### src/rtl/board_store.sv
// board_store: N x N write-once game board with a sequential line scanner.
// Define BOARD_UNDO_EN to add a one-level undo input.
module board_store #(
    parameter  int N      = 3,
    localparam int CELLS  = N * N,
    localparam int ADDR_W = $clog2(CELLS),
    localparam int LINES  = 2 * N + 2,
    localparam int CNT_W  = $clog2(CELLS + 1)
) (
    input  logic               clk,
    input  logic               reset,
    input  logic               clear,
`ifdef BOARD_UNDO_EN
    input  logic               undo,
`endif
    input  logic               wr_valid,
    output logic               wr_ready,
    input  logic [ADDR_W-1:0]  wr_addr,
    input  logic [1:0]         wr_cell,
    output logic               wr_ack,
    output logic               wr_err,
    output logic [2*CELLS-1:0] gBoard,
    output logic [CNT_W-1:0]   moves,
    output logic               result_valid,
    output logic [1:0]         winner,
    output logic               draw
);

    localparam int LW = $clog2(LINES);

    typedef enum logic [1:0] {IDLE, SCAN, DONE} state_t;

    state_t           state, state_nxt;
    logic [1:0]       cells [CELLS];
    logic [LW-1:0]    line;
    logic             scan_v, hit_q, last_q, found;
    logic [1:0]       hit_cell, found_cell, lead;
    logic             line_hit, locked, xfer, write_go;
    logic             addr_bad, bad, scan_end, undo_pri;
`ifdef BOARD_UNDO_EN
    logic [ADDR_W-1:0] last_addr;
    logic              last_ok;
`endif

    // Line l: rows first, then columns, main diagonal, anti-diagonal.
    function automatic logic [ADDR_W-1:0] cell_idx(input logic [LW-1:0] l, input int j);
        int li;
        int r;
        li = int'(l);
        if (li < N)
            r = li * N + j;
        else if (li < 2 * N)
            r = j * N + (li - N);
        else if (li == 2 * N)
            r = j * N + j;
        else
            r = j * N + (N - 1 - j);
        return ADDR_W'(r);
    endfunction

    always_comb begin
        gBoard = '0;
        for (int i = 0; i < CELLS; i++)
            gBoard[2*i +: 2] = cells[i];
    end

    always_comb begin
        lead     = cells[cell_idx(line, 0)];
        line_hit = (lead == 2'b01) || (lead == 2'b10);
        for (int j = 1; j < N; j++)
            if (cells[cell_idx(line, j)] != lead)
                line_hit = 1'b0;
    end

`ifdef BOARD_UNDO_EN
    assign undo_pri = undo;
`else
    assign undo_pri = 1'b0;
`endif

    assign locked   = (winner != 2'b00) || draw;
    assign wr_ready = (state == IDLE) && !locked;
    assign xfer     = wr_valid && wr_ready;
    assign write_go = xfer && !undo_pri;
    assign addr_bad = int'(wr_addr) >= CELLS;
    assign bad      = addr_bad || (wr_cell == 2'b00) || (wr_cell == 2'b11)
                   || (!addr_bad && (cells[wr_addr] != 2'b00));
    // Line hits are registered, so the decision trails the scan by one cycle.
    assign scan_end = scan_v && (hit_q || last_q);

    always_comb begin
        state_nxt = state;
        unique case (state)
            IDLE:    if (write_go && !bad) state_nxt = SCAN;
            SCAN:    if (scan_end) state_nxt = DONE;
            DONE:    state_nxt = IDLE;
            default: state_nxt = IDLE;
        endcase
    end

    always_ff @(posedge clk) begin
        if (!reset || clear)
            state <= IDLE;
        else
            state <= state_nxt;
    end

    always_ff @(posedge clk) begin
        wr_ack <= 1'b0;
        wr_err <= 1'b0;
        if (!reset || clear) begin
            cells        <= '{default: 2'b00};
            moves        <= '0;
            winner       <= 2'b00;
            draw         <= 1'b0;
            result_valid <= 1'b0;
            line         <= '0;
            scan_v       <= 1'b0;
            hit_q        <= 1'b0;
            last_q       <= 1'b0;
            hit_cell     <= 2'b00;
            found        <= 1'b0;
            found_cell   <= 2'b00;
`ifdef BOARD_UNDO_EN
            last_addr    <= '0;
            last_ok      <= 1'b0;
`endif
        end else begin
            unique case (state)
                IDLE: begin
                    result_valid <= 1'b1;
`ifdef BOARD_UNDO_EN
                    if (undo) begin
                        if (last_ok && (moves != '0)) begin
                            cells[last_addr] <= 2'b00;
                            moves   <= moves - CNT_W'(1);
                            winner  <= 2'b00;
                            draw    <= 1'b0;
                            last_ok <= 1'b0;
                            wr_ack  <= 1'b1;
                        end else begin
                            wr_err <= 1'b1;
                        end
                    end else
`endif
                    if (xfer) begin
                        if (bad) begin
                            wr_err <= 1'b1;
                        end else begin
                            cells[wr_addr] <= wr_cell;
                            if (moves != CNT_W'(CELLS))
                                moves <= moves + CNT_W'(1);
                            wr_ack       <= 1'b1;
                            result_valid <= 1'b0;
                            line         <= '0;
                            scan_v       <= 1'b0;
                            hit_q        <= 1'b0;
                            last_q       <= 1'b0;
`ifdef BOARD_UNDO_EN
                            last_addr    <= wr_addr;
                            last_ok      <= 1'b1;
`endif
                        end
                    end
                end
                SCAN: begin
                    hit_q    <= line_hit;
                    hit_cell <= lead;
                    last_q   <= (line == LW'(LINES - 1));
                    line     <= line + LW'(1);
                    scan_v   <= 1'b1;
                    if (scan_end) begin
                        found      <= hit_q;
                        found_cell <= hit_cell;
                    end
                end
                DONE: begin
                    winner       <= found ? found_cell : 2'b00;
                    draw         <= !found && (moves == CNT_W'(CELLS));
                    result_valid <= 1'b1;
                end
                default: ;
            endcase
`ifdef BOARD_UNDO_EN
            if (undo && (state != IDLE))
                wr_err <= 1'b1;
`endif
        end
    end

endmodule
### config.mk
export PLATFORM = sky130hd
export DESIGN_NAME = board_store
export DESIGN_NICKNAME = d
export VERILOG_FILES = /design/src/rtl/board_store.sv
export SDC_FILE = /design/constraint.sdc
export NUM_CORES = 1
export LEC_CHECK = 0
export ABC_CLOCK_PERIOD_IN_PS = 3300
export CAP_MARGIN = 20
export CORE_UTILIZATION = 50
export CTS_CLUSTER_DIAMETER = 120
export DETAILED_ROUTE_END_ITERATION = 8
export PLACE_DENSITY = 0.75
export SETUP_SLACK_MARGIN = 0.3
export SYNTH_ARGS = -nofsm -noshare
export SYNTH_HDL_FRONTEND = slang
export SYNTH_SLANG_ARGS = --single-unit
### constraint.sdc
create_clock -name clk -period 3.3 [get_ports clk]
set_input_delay 0.33 -clock clk [delete_from_list [all_inputs] [get_ports clk]]
set_output_delay 0.33 -clock clk [all_outputs]
set_load 0.05 [all_outputs]
-- After elaboration in Yosys (flattened, before gate mapping)
Cells that the tools add are included.
- bits in registers: 41
- logic and storage cells: 133
- bitwise logic cells: 7
- multipliers: 1
- equal/unequal tests: 15
- multiplexer cells: 41
- magnitude comparators: 8
- add/sub/neg operators: 7
- reductions and logical operators: 31
- operators with widths (operator ; count):
    $bmux 2 s4 ; 4
    $mux 4 ; 7
    $mux 2 ; 13
    $ge 5x5->1 const B ; 4
    $not 4->5 ; 4
    $bwmux 18 ; 1
    $add 4x1->4 const B ; 2
    $demux 2 s4 ; 1
    $pmux 1 s2 ; 4
    $reduce_bool 2->1 ; 4
    $logic_and 1x1->1 ; 7
    $logic_or 1x1->1 ; 7
    $mux 1 ; 7
    $eq 2x2->1 const B ; 3
    $mux 3 ; 2
    $ne 2x2->1 const B ; 3
    $pmux 3 s2 ; 1
    $reduce_and 3->1 ; 2
    $logic_not 1->1 ; 5
    $lt 5x1->1 const B ; 1
    $add 3x4->4 const A ; 1
    $add 4x2->4 const B ; 1
    $add 4x4->4 const A ; 1
    $eq 2x1->1 const B ; 2
    other kinds (18) ; 23

-- Longest topological paths before layout
Gate-level depths: netlist (run 1).
- word-level depth: 13
- gate-level depth with buffers: 15

-- Worst setup path after synthesis (run 1)
OpenSTA, ideal clock, no wires.
- kind: register to register
- start point: reg line[0]
- end point: reg hit_q
- buffers on the path: 3
- setup slack: 167 ps
- setup time: 79 ps
- required time: 3221 ps
- cell stages (with the launch flop): 16
- arrival time: 3054 ps
- clock period less this slack: 3133 ps
- path through: dfxtp_1 -> buf_2 -> buf_2 -> inv_2 -> ha_1 -> clkbuf_1 -> inv_1 -> ha_1 -> xnor2_1 -> a221oi_2 -> o22ai_2 -> a2111oi_2 -> a221oi_1 -> a221oi_1 -> o2111ai_1 -> o211ai_1
- longest elaborated chain between the ends: 13
- RTL lines (what ; RTL line ; RTL):
    start: declaration ; 35 ; logic [LW-1:0] line;
    start signal: assignment ; 170 ; line <= line + LW'(1);
    parallel branches: the longest is 11 deep, another holds $mul 3x2->4 ; -- ;
    $mux 1 (*) ; 71 ; if (cells[cell_idx(line, j)] != lead)
    $pmux 1 s2 (*) ; 129 ; unique case (state)
    end signal: assignment ; 167 ; hit_q <= line_hit;
    end: declaration ; 36 ; logic scan_v, hit_q, last_q, found;
Mark *: on every way between the ends. The select of a mux whose other input is x is not followed.
A chain may end at the register's enable or synchronous reset.

-- Worst setup path in the final report (run 1)
- start point: reg line[1]
- end point: reg hit_q
Same word-level chain as after synthesis.

==> results.yml, run 1 <==
status:
  status: "complete, no violations"
floorplan:
  initial_core_util_pct: 52.9
  die-area_um2: 6240
  die_w_um: 79.0
  pin_count: 39
  rows: 27
  coreArea_um2: 5610
  die_h_um: 79.0
synth:
  synth_edf_count: 0
  synth_top_area_share_pct: 27.7
  ys.flop_type: "dfxtp_1"
  yosysUniqueCellTypes: 63
  syn_avg_cell_area_um2: 7.75
  yosys_register_bits: 41
  yosys.area_share.simple_pct: 25.6
  yosys_warnings: 0
  synth_top_family_by_area: "compound AO/OA/AOI/OAI gates"
  synthMuxAreaShare_pct: 3.75
  synth.net_count: 407
  synth-xor-area-share_pct: 2.36
  synthAdderAreaFrac_pct: 6.16
  synthTopCellsByArea: "dfxtp_1 28%, a21oi_1 6.6%, ha_1 5.5%, nand2_1 4.7%, nor2_1 3.8%"
  synth_area_um2: 2970
  synth_top_area_cell: "dfxtp_1"
  async_flop_share_pct: 0
  synth-compound-area-share_pct: 28.3
  yosysSeqAreaShare_pct: 27.7
  syn-instance-count: 383
route:
  first_pass_iters: 5
  drc_errors: 0
  num_vias: 3023
  antenna_violating_nets_post_route: 0
  wl_per_cell_um: 16.6
  drtIter0Drc: 199
  routed_wl_mm: 8.23
  vias_per_cell: 6.11
timing:
  worst_pin_slew_ns: 0.641
  hold_viol: 0
  hold_slack_ns: 0.451
  skew_ns: 0.00770
  fin_crit_ns: 2.90
  finalSetupTns_ns: 0
  fmaxAchievable_mhz: 344
  setup_viol: 0
  slew_headroom_pct: 57.1
  rsz0062_at_grt: "false"
  fin_crit_sh_pct: 88.0
  drv_slew: 0
global_routing:
  grt_pass1_vias: 2743
  antenna_found_initial: 0
  grt_use_total_pct: 26.5
  grt_pass1_wl_mm: 13.0
  grt_max_degree: 20
  grt_overflow: 0
cells_and_area:
  final_cell_mix: "38 x a21oi_1, 38 x dfxtp_1, 38 x clkdlybuf4s50_1"
  layout.cells.non_filler: 495
  drive_gt1_share_pct: 11.3
  antenna_cells: 0
  area_growth_pct: 22.7
  fin_nets: 446
cts:
  cts_inserted_buffers: 5
  cts_tree: "built"
  root_buffer: "clkbuf_8"
  clk_latency_ns: 0.29
  path_clk_slew_ns: 0.08
  cts_buffer_depth: 2
  cts_hold_buf: 0
  cts_sinks: 41
  htreeDepth: 2
worst_setup_path:
  path_max_fanout: 5
  cp_data_arrival_time_ns: 3.13
  r2r-start: "line[1]$_SDFFE_PP0P_"
  worstPathRequired_ns: 3.52
  cp_top_family: "compound AO/OA/AOI/OAI gates"
  slowest_stage: "fa_1"
  cp-startpoint: "line[1]$_SDFFE_PP0P_"
  cp_common_cell: "a221oi_2"
  crit_buf_inv: 1
  worstSetupStartpointType: "flop"
  path_class: "reg2reg"
  path_cells: "ha_4 > fa_1 > ha_2 > xnor2_1 > a221oi_2 > o22ai_4 > buf_4 > nor2b_2 > a221oi_2 > a221oi_1 > o2111ai_1 > o211ai_1"
  end_kind: "flop"
  slowest_delay_ns: 0.60
flow_run:
  maxCapViolations: 0
min_path:
  hp-class: "reg2reg"
  worstHoldStart: "result_valid$_SDFFE_PP0P_"
placement:
  place_congestion: 0.975
  detailed_place_hpwl_mm: 5.98
  place_inst: 485
  numPortBuffers: 38
power_and_ir_drop:
  ir_drop_mv: 0.295
  power.density_cell_area_nw_per_um2: 277
  leakagePower_nw: 1.25
[report_power, final]
group	switching [mW]	leakage, nW	internal [mW]
combinational	0.0561	0.865	0.0366
sequential	0.00292	0.332	0.497
clock	0.172	0.0574	0.246
total	0.231	1.25	0.779
[layout make-up]
cell class / count / area (um2)
clock buffer: 6 / 82.6
clock inverter: 2 / 37.5
fill: 485 / 1970
inverter: 16 / 60.1
multi-input combinational: 302 / 2030
sequential: 41 / 827
tap: 72 / 90.1
timing repair buffer: 56 / 515
[metal layers]
layer,global-route usage (%),vias up,part of all wire [%]
met5,0,-,0
met4,9.64,0,2.0
met3,3.45,11,7.5
met2,42.2,122,46
met1,36.4,1401,44
li1,-,1489,-
[sequential cells by signal, summed over array words and instances (netlist names)]
signal,cells
draw,1
found,1
found_cell,2
gBoard,18
hit_cell,2
hit_q,1
last_q,1
line,3
moves,4
result_valid,1
scan_v,1
state,2
winner,2
wr_ack,1
wr_err,1
[repair_timing]
action	in CTS	in global routing
setup buffers	0	2
resized for setup	1	18
pin swaps	0	6
cloned	0	0
setup endpoints to repair	1	1
endpoints found under the hold margin	0	0
[path summary, 6_finish.rpt]
kind	slack (ns)	to	cells past startpoint
setup / recovery	0.40	hit_q$_SDFFE_PP0P_	12
hold / removal	0.45	result_valid$_SDFFE_PP0P_	2
setup reg to reg	0.40	hit_q$_SDFFE_PP0P_	12
hold reg to reg	0.45	result_valid$_SDFFE_PP0P_	2
[worst reg2reg max path, stage by stage, from the launching register on]
cell,delay [ns]
dfxtp_4,0.37
ha_4,0.18
fa_1,0.60
ha_2,0.21
xnor2_1,0.10
a221oi_2,0.31
o22ai_4,0.14
buf_4,0.16
nor2b_2,0.11
a221oi_2,0.07
a221oi_1,0.24
o2111ai_1,0.15
o211ai_1,0.18
[logic make-up (layout without fill, tap and decap cells)]
kind of cell             count (synthesis)  count (layout)
AO/OA/AOI/OAI                          124             124
XOR/XNOR                                 8               8
buffers and inverters                   40              80
adder cells (fa/ha/maj)                 14              14
AND/OR/NAND/NOR                        145             145
multiplexers                            11              11
flip-flops                              41              41
[Yosys cell counts (all sizes together) (2+ instances only)]
cell type / instances
dfxtp: 41
a21oi: 39
nand2: 37
nor2: 30
o21ai: 24
nand3: 18
inv: 16
buf: 14
ha: 13
nor3: 12
clkbuf: 10
mux2i: 10
nor2b: 9
a211oi: 8
a221o: 8
a31oi: 8
nor3b: 8
nand2b: 7
nand4: 5
o211ai: 5
a221oi: 4
and3b: 4
or3: 4
xnor2: 4
xor2: 4
a21boi: 3
o2bb2ai: 3
o311ai: 3
a22o: 2
a311o: 2
and3: 2
nor4b: 2
o2111ai: 2
o311a: 2
or2: 2
[metrics by stage]
stage	setup slack [ns]	area, um2	total power [mW]	utilization (%)
after floorplan	0.325	2970	0.569	-
after global placement	0.294	3430	0.602	61.2
after detailed placement	0.239	3430	0.603	61.2
after CTS	0.310	3560	1.02	63.4
after global routing	0.272	3640	1.05	64.9
final	0.396	3640	1.01	64.9
Power figures use the tool's default switching activity.
==> run 2, diff against run 1 <==
--- a/config.mk
+++ b/config.mk
@@ -8,7 +8,7 @@
 export ABC_CLOCK_PERIOD_IN_PS = 3300
 export CAP_MARGIN = 20
 export CORE_UTILIZATION = 50
-export CTS_CLUSTER_DIAMETER = 120
+export CTS_CLUSTER_DIAMETER = 100
 export DETAILED_ROUTE_END_ITERATION = 8
 export PLACE_DENSITY = 0.75
 export SETUP_SLACK_MARGIN = 0.3
==> results of run 2 <==
Same layout as run 1: the final DEF is identical, and so are final timing and power.
